--- src/rtl/mem_port_arbiter_pkg.sv ---
// mem_arb_pkg: shared types and default widths for the unified-memory port arbiter.
package mem_arb_pkg;
    localparam int ADDR_W_DEF       = 32;
    localparam int DATA_W_DEF       = 32;
    localparam int STARVE_LIMIT_DEF = 4;
    localparam int MAX_WAIT_DEF     = 64;
    typedef enum logic [1:0] {ARB_IDLE, ARB_IBUSY, ARB_DBUSY, ARB_RESP} arb_state_t;
    typedef enum logic {OWN_IF, OWN_DM} owner_t;
endpackage

--- src/rtl/mem_port_arbiter_watchdog.sv ---
// arb_watchdog: counts busy cycles without mem_ready and flags the cycle an access must abort.
module arb_watchdog
    import mem_arb_pkg::*;
#(
    parameter int MAX_WAIT = MAX_WAIT_DEF
) (
    input  logic clk,
    input  logic reset,
    input  logic start,
    input  logic tick_en,
    input  logic ready,
    output logic expire
);
    localparam int CW = $clog2(MAX_WAIT + 1);
    localparam logic [CW-1:0] LAST = CW'(MAX_WAIT - 1);
    logic [CW-1:0] cnt_q, cnt_d;
    // expire fires during the MAX_WAIT-th idle busy cycle so the abort lands on the next edge
    assign expire = tick_en && !ready && cnt_q == LAST;
    assign cnt_d  = start ? '0 : (tick_en && !ready) ? cnt_q + 1'b1 : cnt_q;
    always_ff @(posedge clk or negedge reset) begin
        if (!reset) cnt_q <= '0;
        else        cnt_q <= cnt_d;
    end
endmodule

--- src/rtl/mem_port_arbiter.sv ---
// mem_port_arbiter: serialises fetch and data accesses onto one memory port with
// starvation protection for fetch and a watchdog that aborts hung accesses.
module mem_port_arbiter
    import mem_arb_pkg::*;
#(
    parameter int ADDR_W       = ADDR_W_DEF,
    parameter int DATA_W       = DATA_W_DEF,
    parameter int STARVE_LIMIT = STARVE_LIMIT_DEF,
    parameter int MAX_WAIT     = MAX_WAIT_DEF
) (
    input  logic              clk,
    input  logic              reset,
    input  logic              if_req,
    input  logic [ADDR_W-1:0] if_addr,
    output logic [DATA_W-1:0] if_rdata,
    output logic              if_done,
    input  logic              dm_req,
    input  logic              dm_we,
    input  logic [ADDR_W-1:0] dm_addr,
    input  logic [DATA_W-1:0] dm_wdata,
    output logic [DATA_W-1:0] dm_rdata,
    output logic              dm_done,
    output logic              mem_req,
    output logic              mem_we,
    output logic [ADDR_W-1:0] mem_addr,
    output logic [DATA_W-1:0] mem_wdata,
    input  logic              mem_ready,
    input  logic [DATA_W-1:0] mem_rdata,
    output logic              stall_if,
    output logic              stall_dm,
    output logic              busy,
    output logic              timeout_err
);
    localparam int SW = STARVE_LIMIT > 0 ? $clog2(STARVE_LIMIT + 1) : 1;
    localparam logic [SW-1:0] LIM = SW'(STARVE_LIMIT);
    arb_state_t        state_q, state_d;
    logic [SW-1:0]     starve_q, starve_d;
    logic              mem_req_q, mem_req_d, mem_we_q, mem_we_d;
    logic [ADDR_W-1:0] mem_addr_q, mem_addr_d;
    logic [DATA_W-1:0] mem_wdata_q, mem_wdata_d, if_rdata_q, if_rdata_d, dm_rdata_q, dm_rdata_d, rd;
    logic              if_done_q, if_done_d, dm_done_q, dm_done_d, terr_q, terr_d;
    logic              expire, in_busy, grant;
    owner_t            win;
    assign in_busy = state_q == ARB_IBUSY || state_q == ARB_DBUSY;
    assign grant   = state_q == ARB_IDLE && (if_req || dm_req);
    assign win     = (dm_req && !(if_req && STARVE_LIMIT != 0 && starve_q == LIM)) ? OWN_DM : OWN_IF;
    // aborted accesses and completed writes return zero data
    assign rd      = (mem_ready && !mem_we_q) ? mem_rdata : '0;
    arb_watchdog #(.MAX_WAIT(MAX_WAIT)) u_wdog (
        .clk(clk), .reset(reset), .start(grant), .tick_en(in_busy), .ready(mem_ready), .expire(expire)
    );
    always_comb begin
        state_d     = state_q;
        starve_d    = starve_q;
        mem_req_d   = mem_req_q;
        mem_we_d    = mem_we_q;
        mem_addr_d  = mem_addr_q;
        mem_wdata_d = mem_wdata_q;
        if_rdata_d  = if_rdata_q;
        dm_rdata_d  = dm_rdata_q;
        if_done_d   = 1'b0;
        dm_done_d   = 1'b0;
        terr_d      = terr_q;
        case (state_q)
            ARB_IDLE: if (grant) begin
                state_d     = win == OWN_DM ? ARB_DBUSY : ARB_IBUSY;
                mem_req_d   = 1'b1;
                mem_we_d    = win == OWN_DM && dm_we;
                mem_addr_d  = win == OWN_DM ? dm_addr : if_addr;
                mem_wdata_d = win == OWN_DM ? dm_wdata : '0;
                starve_d    = win == OWN_IF ? '0 : (if_req && starve_q != LIM) ? starve_q + 1'b1 : starve_q;
            end
            ARB_IBUSY, ARB_DBUSY: if (mem_ready || expire) begin
                state_d    = ARB_RESP;
                mem_req_d  = 1'b0;
                if_done_d  = state_q == ARB_IBUSY;
                dm_done_d  = state_q == ARB_DBUSY;
                if_rdata_d = state_q == ARB_IBUSY ? rd : if_rdata_q;
                dm_rdata_d = state_q == ARB_DBUSY ? rd : dm_rdata_q;
                terr_d     = terr_q || !mem_ready;
            end
            default: state_d = ARB_IDLE;
        endcase
    end
    always_ff @(posedge clk or negedge reset) begin
        if (!reset) begin
            state_q     <= ARB_IDLE;
            starve_q    <= '0;
            mem_req_q   <= 1'b0;
            mem_we_q    <= 1'b0;
            mem_addr_q  <= '0;
            mem_wdata_q <= '0;
            if_rdata_q  <= '0;
            dm_rdata_q  <= '0;
            if_done_q   <= 1'b0;
            dm_done_q   <= 1'b0;
            terr_q      <= 1'b0;
        end else begin
            state_q     <= state_d;
            starve_q    <= starve_d;
            mem_req_q   <= mem_req_d;
            mem_we_q    <= mem_we_d;
            mem_addr_q  <= mem_addr_d;
            mem_wdata_q <= mem_wdata_d;
            if_rdata_q  <= if_rdata_d;
            dm_rdata_q  <= dm_rdata_d;
            if_done_q   <= if_done_d;
            dm_done_q   <= dm_done_d;
            terr_q      <= terr_d;
        end
    end
    assign mem_req     = mem_req_q;
    assign mem_we      = mem_we_q;
    assign mem_addr    = mem_addr_q;
    assign mem_wdata   = mem_wdata_q;
    assign if_rdata    = if_rdata_q;
    assign dm_rdata    = dm_rdata_q;
    assign if_done     = if_done_q;
    assign dm_done     = dm_done_q;
    assign timeout_err = terr_q;
    assign busy        = state_q != ARB_IDLE;
    assign stall_if    = if_req && !if_done_q;
    assign stall_dm    = dm_req && !dm_done_q;
endmodule

--- config.mk ---
export PLATFORM = sky130hd
export DESIGN_NAME = mem_port_arbiter
export DESIGN_NICKNAME = d
export VERILOG_FILES = /design/src/rtl/mem_port_arbiter_pkg.sv /design/src/rtl/mem_port_arbiter_watchdog.sv /design/src/rtl/mem_port_arbiter.sv
export SDC_FILE = /design/constraint.sdc
export NUM_CORES = 1
export LEC_CHECK = 0
export ABC_AREA = 1
export CAP_MARGIN = 20
export CORE_AREA = 2 2 124 126
export DETAILED_ROUTE_END_ITERATION = 16
export DIE_AREA = 0 0 126 128
export PLACE_DENSITY = 0.8
export SYNTH_ARGS = -nofsm -noshare
export SYNTH_HDL_FRONTEND = slang
export SYNTH_HIERARCHICAL = 1
export SYNTH_SLANG_ARGS = --single-unit
--- constraint.sdc ---
create_clock -name clk -period 3.15 [get_ports clk]
set_clock_uncertainty 0.2 [all_clocks]
set_input_delay 0.63 -clock clk [delete_from_list [all_inputs] [get_ports clk]]
set_output_delay 0.63 -clock clk [all_outputs]
set_load 0.1 [all_outputs]
==> results of run 1 <==
==> cell usage after synthesis (all sizes together) <==
cell      n
xor2      2
nand4     1
nor2     46
a21oi     4
dfrtp   145
o21bai    1
o21ai    70
a211oi    1
nand2   318
clkbuf   10
ha        7
buf      39
nand3b   32
nand3    73
inv      89
==> metrics by stage <==
step,setup WS [ps],cells,util,hold WS (ps)
after floorplan,176.1,838,-,134.4
after global placement,328.4,1261,0.6226,262.7
after detailed placement,225.7,1261,0.6226,265.8
after CTS,359.9,1293,0.6624,71.44
after global routing,151.5,1294,0.6625,103.0
final,401.6,1294,0.6625,40.39
==> kinds of logic (layout without fill, tap and decap cells) <==
kind of cell	count (synthesis)	in the layout	synth area share
AO/OA/AOI/OAI	76	76	0.05882
XOR/XNOR	2	2	0.002574
adder cells (fa/ha/maj)	7	7	0.01287
buffers and inverters	138	405	0.09375
flip-flops	145	145	0.5331
other	0	1	0
AND/OR/NAND/NOR	470	470	0.2989
==> worst max-delay path, delay by kind of cell (launching register included) <==
family | cells | cell delay (ps)
and+or+nand+nor | 6 | 1300
AOI/OAI and AO/OA | 1 | 100
DFF | 1 | 400
adders and majority gates | 1 | 460
buffers and inverters | 2 | 220
==> state kept, by name (all words and copies together), names as in the netlist, 2 cells and up <==
register / flops
dm_rdata: 32
if_rdata: 32
mem_addr: 32
mem_wdata: 32
starve_q: 3
state_q: 2
u_wdog/cnt_q: 7
==> worst paths after layout <==
path / start / end / slack (ps) / depth (start not counted)
worst min register to register: mem_addr[19]$_DFFE_PN0P_ / mem_addr[19]$_DFFE_PN0P_ / 280 / 2
worst max-delay path: state_q[0]$_DFFE_PN0P_ / if_rdata[26]$_DFFE_PN0P_ / 400 / 10
worst max register to register: state_q[0]$_DFFE_PN0P_ / if_rdata[26]$_DFFE_PN0P_ / 400 / 10
min in group clk: mem_addr[19]$_DFFE_PN0P_ / mem_addr[19]$_DFFE_PN0P_ / 280 / 2
worst min-delay path: reset / if_rdata[4]$_DFFE_PN0P_ / 40 / 1
max in group asynchronous: reset / mem_wdata[14]$_DFFE_PN0P_ / 1800 / 2
==> cell type report <==
cell class              count  share of cell area
repair buffers            284              0.2555
well taps                 188             0.02389
clock buffers              19             0.04498
multi-input cells         555              0.2579
inverters                  89             0.03392
diodes                      1           0.0002541
clock inverters            13             0.01512
flip-flops and latches    145              0.3684
==> per-layer routing <==
metal | global-route usage | wire, um | vias up | part of all wire
met2 | 0.4051 | 9488 | 265 | 0.47
met3 | 0.08431 | 1838 | 33 | 0.090
met4 | 0.08920 | 414 | 0 | 0.020
met5 | 0 | 0 | - | 0
li1 | - | - | 3109 | -
met1 | 0.3308 | 8629 | 2980 | 0.42
==> out/results.tsv, run 1 <==
stage	metric	value	unit
floorplanning	Die Span X	126	um
sta	max_slew headroom	0.4665	
clock_tree	hold buffer count at CTS	0	
worst_setup_path	Slowest cell on crit path	nor2_4	
placed_design	# port buffers	269	
floorplanning	# IOs	270	
yosys	Ys Warns	6	
global_route	antenna violations before repair	1	
layout	layout cells sized above 1	0.1801	
min_path	Hold Path Class	in2async	
floorplanning	Core Box Area	14860	um2
drt	DRT iter0 DRCs	433	
sta	post-route setup TNS	0	ps
layout	most frequent cells in the layout	314 x nand2_1, 147 x buf_4, 145 x dfrtp_1	
clock_tree	Worst-Skew Late Latency	420	ps
drt	Vias/cell	4.936	
clock_tree	post-CTS setup buffers	0	
yosys	Post-Syn Area	6807	um2
placed_design	routability-driven placement congestion ratio	0.7951	
worst_setup_path	endpoint type of the worst setup path	register	
layout	Nets	1233	
clock_tree	Max clock buf depth	2	
drt	Antenna Violating Nets Remaining	0	
floorplanning	Rows	45	
worst_setup_path	CP startpoint kind	register	
worst_setup_path	Setup CP Type	reg2reg	
layout	commonest non-fill, non-tap cell in the layout	nand2_1	
clock_tree	Clock transition at path regs	60	ps
worst_setup_path	cells along the critical path	inv_1 -> ha_1 -> nand2_4 -> nor2_4 -> nand4_2 -> inv_1 -> o21ai_4 -> nor2_4 -> nand2_1 -> nand2_1	
sta	Hold Fails Final Rpt	0	
drt	drt pass-1 iters	5	
worst_setup_path	crit path DAT	2910	ps
sta	worst-margin pin slew	798.3	ps
clock_tree	CTS tree	built	
clock_tree	H-tree levels	4	
layout	Area growth syn-to-layout	44.69	%
sta	Min Clock Period, post-route	2748	ps
global_route	global-route wire length before repair	32.56	mm
sta	# setup viols final	0	
clock_tree	Post-CTS Resized	0	
yosys	Avg Cell Area, Syn	8.122	um2
yosys	Yosys cell types	26	
yosys	Synth area leaders	dfrtp_1 53%, nand2_1 17%, nand3_1 5.3%, inv_1 4.7%, o21ai_0 4.6%	
global_route	gr usage total	0.2553	
global_route	largest net degree at the start of global routing	79	
global_route	vias in the first global route	6209	
drt	routed vias	6387	
yosys	top-area cell type share of the netlist area	0.5331	
drt	detailed-route wire length per cell	15.74	um
worst_setup_path	WP data required	3310	ps
layout	Final Instance Area	9848	um2
sta	RSZ-0062 raised after global routing	no	
drt	WL final	20.37	mm
clock_tree	master cell of the clock root buffer	clkbuf_16	
global_route	gr ovfl total	0	
sta	Slew Viols, Final	0	
worst_setup_path	Critical Path Max Stage Delay	620	ps
yosys	Yosys reg bits	145	
yosys	Post-Synthesis Cells	838	
clock_tree	TritonCTS Buffers	17	
floorplanning	Initial Util	0.4579	
layout	Layout fillers	1250	
yosys	post-synthesis net count	979	
placed_design	placed inst area	9254	um2
yosys	sequential share of the synthesized area	0.5331	
sta	Max Freq	0.3639	GHz
drt	DRC	0	
run	max-cap violations	0	
run_status	status	finished clean	
placed_design	DP Wirelength	13.90	mm
sta	crit share post-route	0.8725	
worst_setup_path	Critical Path Fanout Max	33	
clock_tree	clock sink count	145	
floorplanning	die area	16130	um2
layout	footprint of the multi-input gates	2540	um2
layout	Reg area	3628	um2
floorplanning	chip height	128	um
yosys	area leader, netlist	dfrtp_1	
Power of run 1 is not shown: default switching activity piles up to over one toggle a cycle in this logic, so the estimate is an artifact.
==> inputs of run 2 (changes only) <==
Settings changed: CORE_AREA 2 2 124 126 to 2 2 128 130, DIE_AREA 0 0 126 128 to 0 0 130 132, PLACE_DENSITY 0.8 to 0.76.
Clock period 3.15 ns to 3.1 ns, I/O delays scaled along.
==> run 2 against run 1 <==
Effect of this change: die area is 6.4% higher; register-to-register slack better by 30 ps; fmax is 2.9% higher; cell count is 2.2% higher; critical path depth stayed put.
==> out/results.tsv, run 2 (same netlist as run 1, synthesis figures left out) <==
stage	metric	value	unit	change
run_status	status	finished clean		unchanged
layout	Nets	1235		was 1,233
worst_setup_path	crit path DAT	2830	ps	was 2910 ps
sta	crit share post-route	0.8614		was 0.8725
clock_tree	clock sink count	145		unchanged
drt	Vias/cell	4.801		was 4.936
floorplanning	Initial Util	0.4332		was 0.4579
global_route	gr ovfl total	0		unchanged
sta	post-route setup TNS	0	ps	unchanged
sta	# setup viols final	0		unchanged
worst_setup_path	Bufs and invs on worst path	2		unchanged
worst_setup_path	endpoint type of the worst setup path	register		unchanged
clock_tree	Max clock buf depth	2		unchanged
global_route	gr usage total	0.2329		was 0.2553
clock_tree	master cell of the clock root buffer	clkbuf_16		unchanged
worst_setup_path	Setup CP Type	reg2reg		unchanged
drt	DRT iter0 DRCs	394		was 433
layout	commonest non-fill, non-tap cell in the layout	nand2_1		unchanged
placed_design	# port buffers	269		unchanged
floorplanning	chip height	132	um	was 128 um
floorplanning	Core Box Area	15710	um2	was 14,860 um2
sta	Max Freq	0.3745	GHz	was 0.3639 GHz
worst_setup_path	worst r2r src	state_q[0]$_DFFE_PN0P_		unchanged
placed_design	routability-driven placement congestion ratio	0.8168		was 0.7951
drt	Antenna Violating Nets Remaining	0		unchanged
worst_setup_path	R2R Setup Slk	430	ps	was 400 ps
worst_setup_path	Slowest cell on crit path	nor2_4		unchanged
clock_tree	CTS tree	built		unchanged
global_route	largest net degree at the start of global routing	71		was 79
clock_tree	post-CTS setup buffers	0		unchanged
clock_tree	H-tree levels	4		unchanged
drt	Met3 Wirelength	1.968	mm	was 1.838 mm
global_route	vias in the first global route	6024		was 6,209
drt	drt pass-1 iters	7		was 5
layout	Area growth syn-to-layout	44.87	%	was 44.69%
worst_setup_path	cells along the critical path	inv_1 -> ha_1 -> nand2_4 -> nor2_4 -> nand4_2 -> inv_1 -> o21ai_4 -> nor2_4 -> nand2_1 -> nand2_1		unchanged
worst_setup_path	Critical Path Max Stage Delay	640	ps	was 620 ps
floorplanning	Rows	46		was 45
sta	Hold Fails Final Rpt	0		unchanged
worst_setup_path	CP startpoint kind	register		unchanged
layout	Layout fillers	1374		was 1,250
clock_tree	Post-CTS Resized	0		unchanged
floorplanning	Die Span X	130	um	was 126 um
sta	worst-margin pin slew	814.1	ps	was 798.3 ps
layout	Non-Filler Instances	1323		was 1,294
sta	Min Clock Period, post-route	2670	ps	was 2748 ps
drt	detailed-route wire length per cell	15.17	um	was 15.74 um
layout	most frequent cells in the layout	314 x nand2_1, 150 x buf_4, 145 x dfrtp_1		was 314 x nand2_1, 147 x buf_4, 145 x dfrtp_1
clock_tree	Clock transition at path regs	70	ps	was 60 ps
drt	WL final	20.07	mm	was 20.37 mm
worst_setup_path	WP data required	3260	ps	was 3310 ps
sta	max_slew headroom	0.4560		was 0.4665
layout	Reg area	3628	um2	unchanged
drt	routed vias	6352		was 6,387
run	max-cap violations	0		unchanged
clock_tree	hold buffer count at CTS	0		unchanged
layout	footprint of the multi-input gates	2540	um2	unchanged
min_path	Hold Path Class	in2async		unchanged
global_route	antenna violations before repair	0		was 1
clock_tree	TritonCTS Buffers	17		unchanged
global_route	global-route wire length before repair	31.67	mm	was 32.56 mm
sta	RSZ-0062 raised after global routing	no		unchanged
drt	wire length on met1	8.505	mm	was 8.629 mm
layout	layout cells sized above 1	0.1825		was 0.1801
worst_setup_path	Critical Path Fanout Max	33		unchanged
placed_design	DP Wirelength	13.87	mm	was 13.90 mm
placed_design	number of placed instances, taps included	1291		was 1,261
clock_tree	Worst-Skew Late Latency	420	ps	about the same
worst_setup_path	Register-to-Register Path Depth	10		unchanged
floorplanning	# IOs	270		unchanged
worst_setup_path	cell family with most CP delay	simple AND/OR/NAND/NOR gates		unchanged
drt	top sig layer	met4		unchanged
worst_setup_path	critical register-to-register path endpoint	dm_rdata[22]$_DFFE_PN0P_		was if_rdata[26]$_DFFE_PN0P_
floorplanning	die area	17160	um2	was 16,130 um2
sta	Slew Viols, Final	0		unchanged
drt	DRC	0		unchanged
drt	Met2 Wirelength	9.229	mm	was 9.488 mm
layout	diode count	0		was 1
[run 2: changes by cell type in the layout (fill, tap and decap cells not counted), sizes merged]
cell	change
clkinvlp	-1
buf	+2
diode	-1
bufinv	-2
inv	+3
[run 2: worst max path at each step]
stage | start | end | slack (ps) | cells after the start
finish | state_q[0]$_DFFE_PN0P_ | dm_rdata[22]$_DFFE_PN0P_ | 430 | 10
detailed placement | mem_ready | dm_rdata[22]$_DFFE_PN0P_ | 250 | 10
floorplan | dm_done$_DFF_PN0_ | stall_dm | 140 | 1
CTS | state_q[0]$_DFFE_PN0P_ | dm_rdata[22]$_DFFE_PN0P_ | 410 | 10
global route | state_q[0]$_DFFE_PN0P_ | dm_rdata[8]$_DFFE_PN0P_ | 200 | 10
global placement | mem_ready | if_rdata[5]$_DFFE_PN0P_ | 290 | 10
[run 2: layout make-up]
| cell class | instances | area share |
|---|---|---|
| flip-flops and latches | 145 | 0.3680 |
| multi-input cells | 555 | 0.2576 |
| repair buffers | 286 | 0.2554 |
| clock buffers | 19 | 0.04593 |
| inverters | 89 | 0.03388 |
| well taps | 216 | 0.02741 |
| clock inverters | 13 | 0.01180 |
[run 2: routing by layer]
layer / global-route usage / vias up
li1: - / 3111
met1: 0.3064 / 2957
met2: 0.3630 / 258
met3: 0.08076 / 26
met4: 0.07109 / 0
met5: 0 / -
[run 2: through the flow]
stage | instance area, um2 | worst slack [ps] | hold WS [ps] | util
finish | 9861 | 429.6 | 3.224 | 0.6276
global route | 9861 | 197.3 | 49.31 | 0.6276
CTS | 9861 | 414.5 | 18.99 | 0.6276
detailed placement | 9291 | 245.4 | 266.5 | 0.5913
global placement | 9291 | 293.0 | 263.1 | 0.5913
floorplan | 6807 | 136.1 | 124.4 | -
Power of run 2 is left out for the same reason.
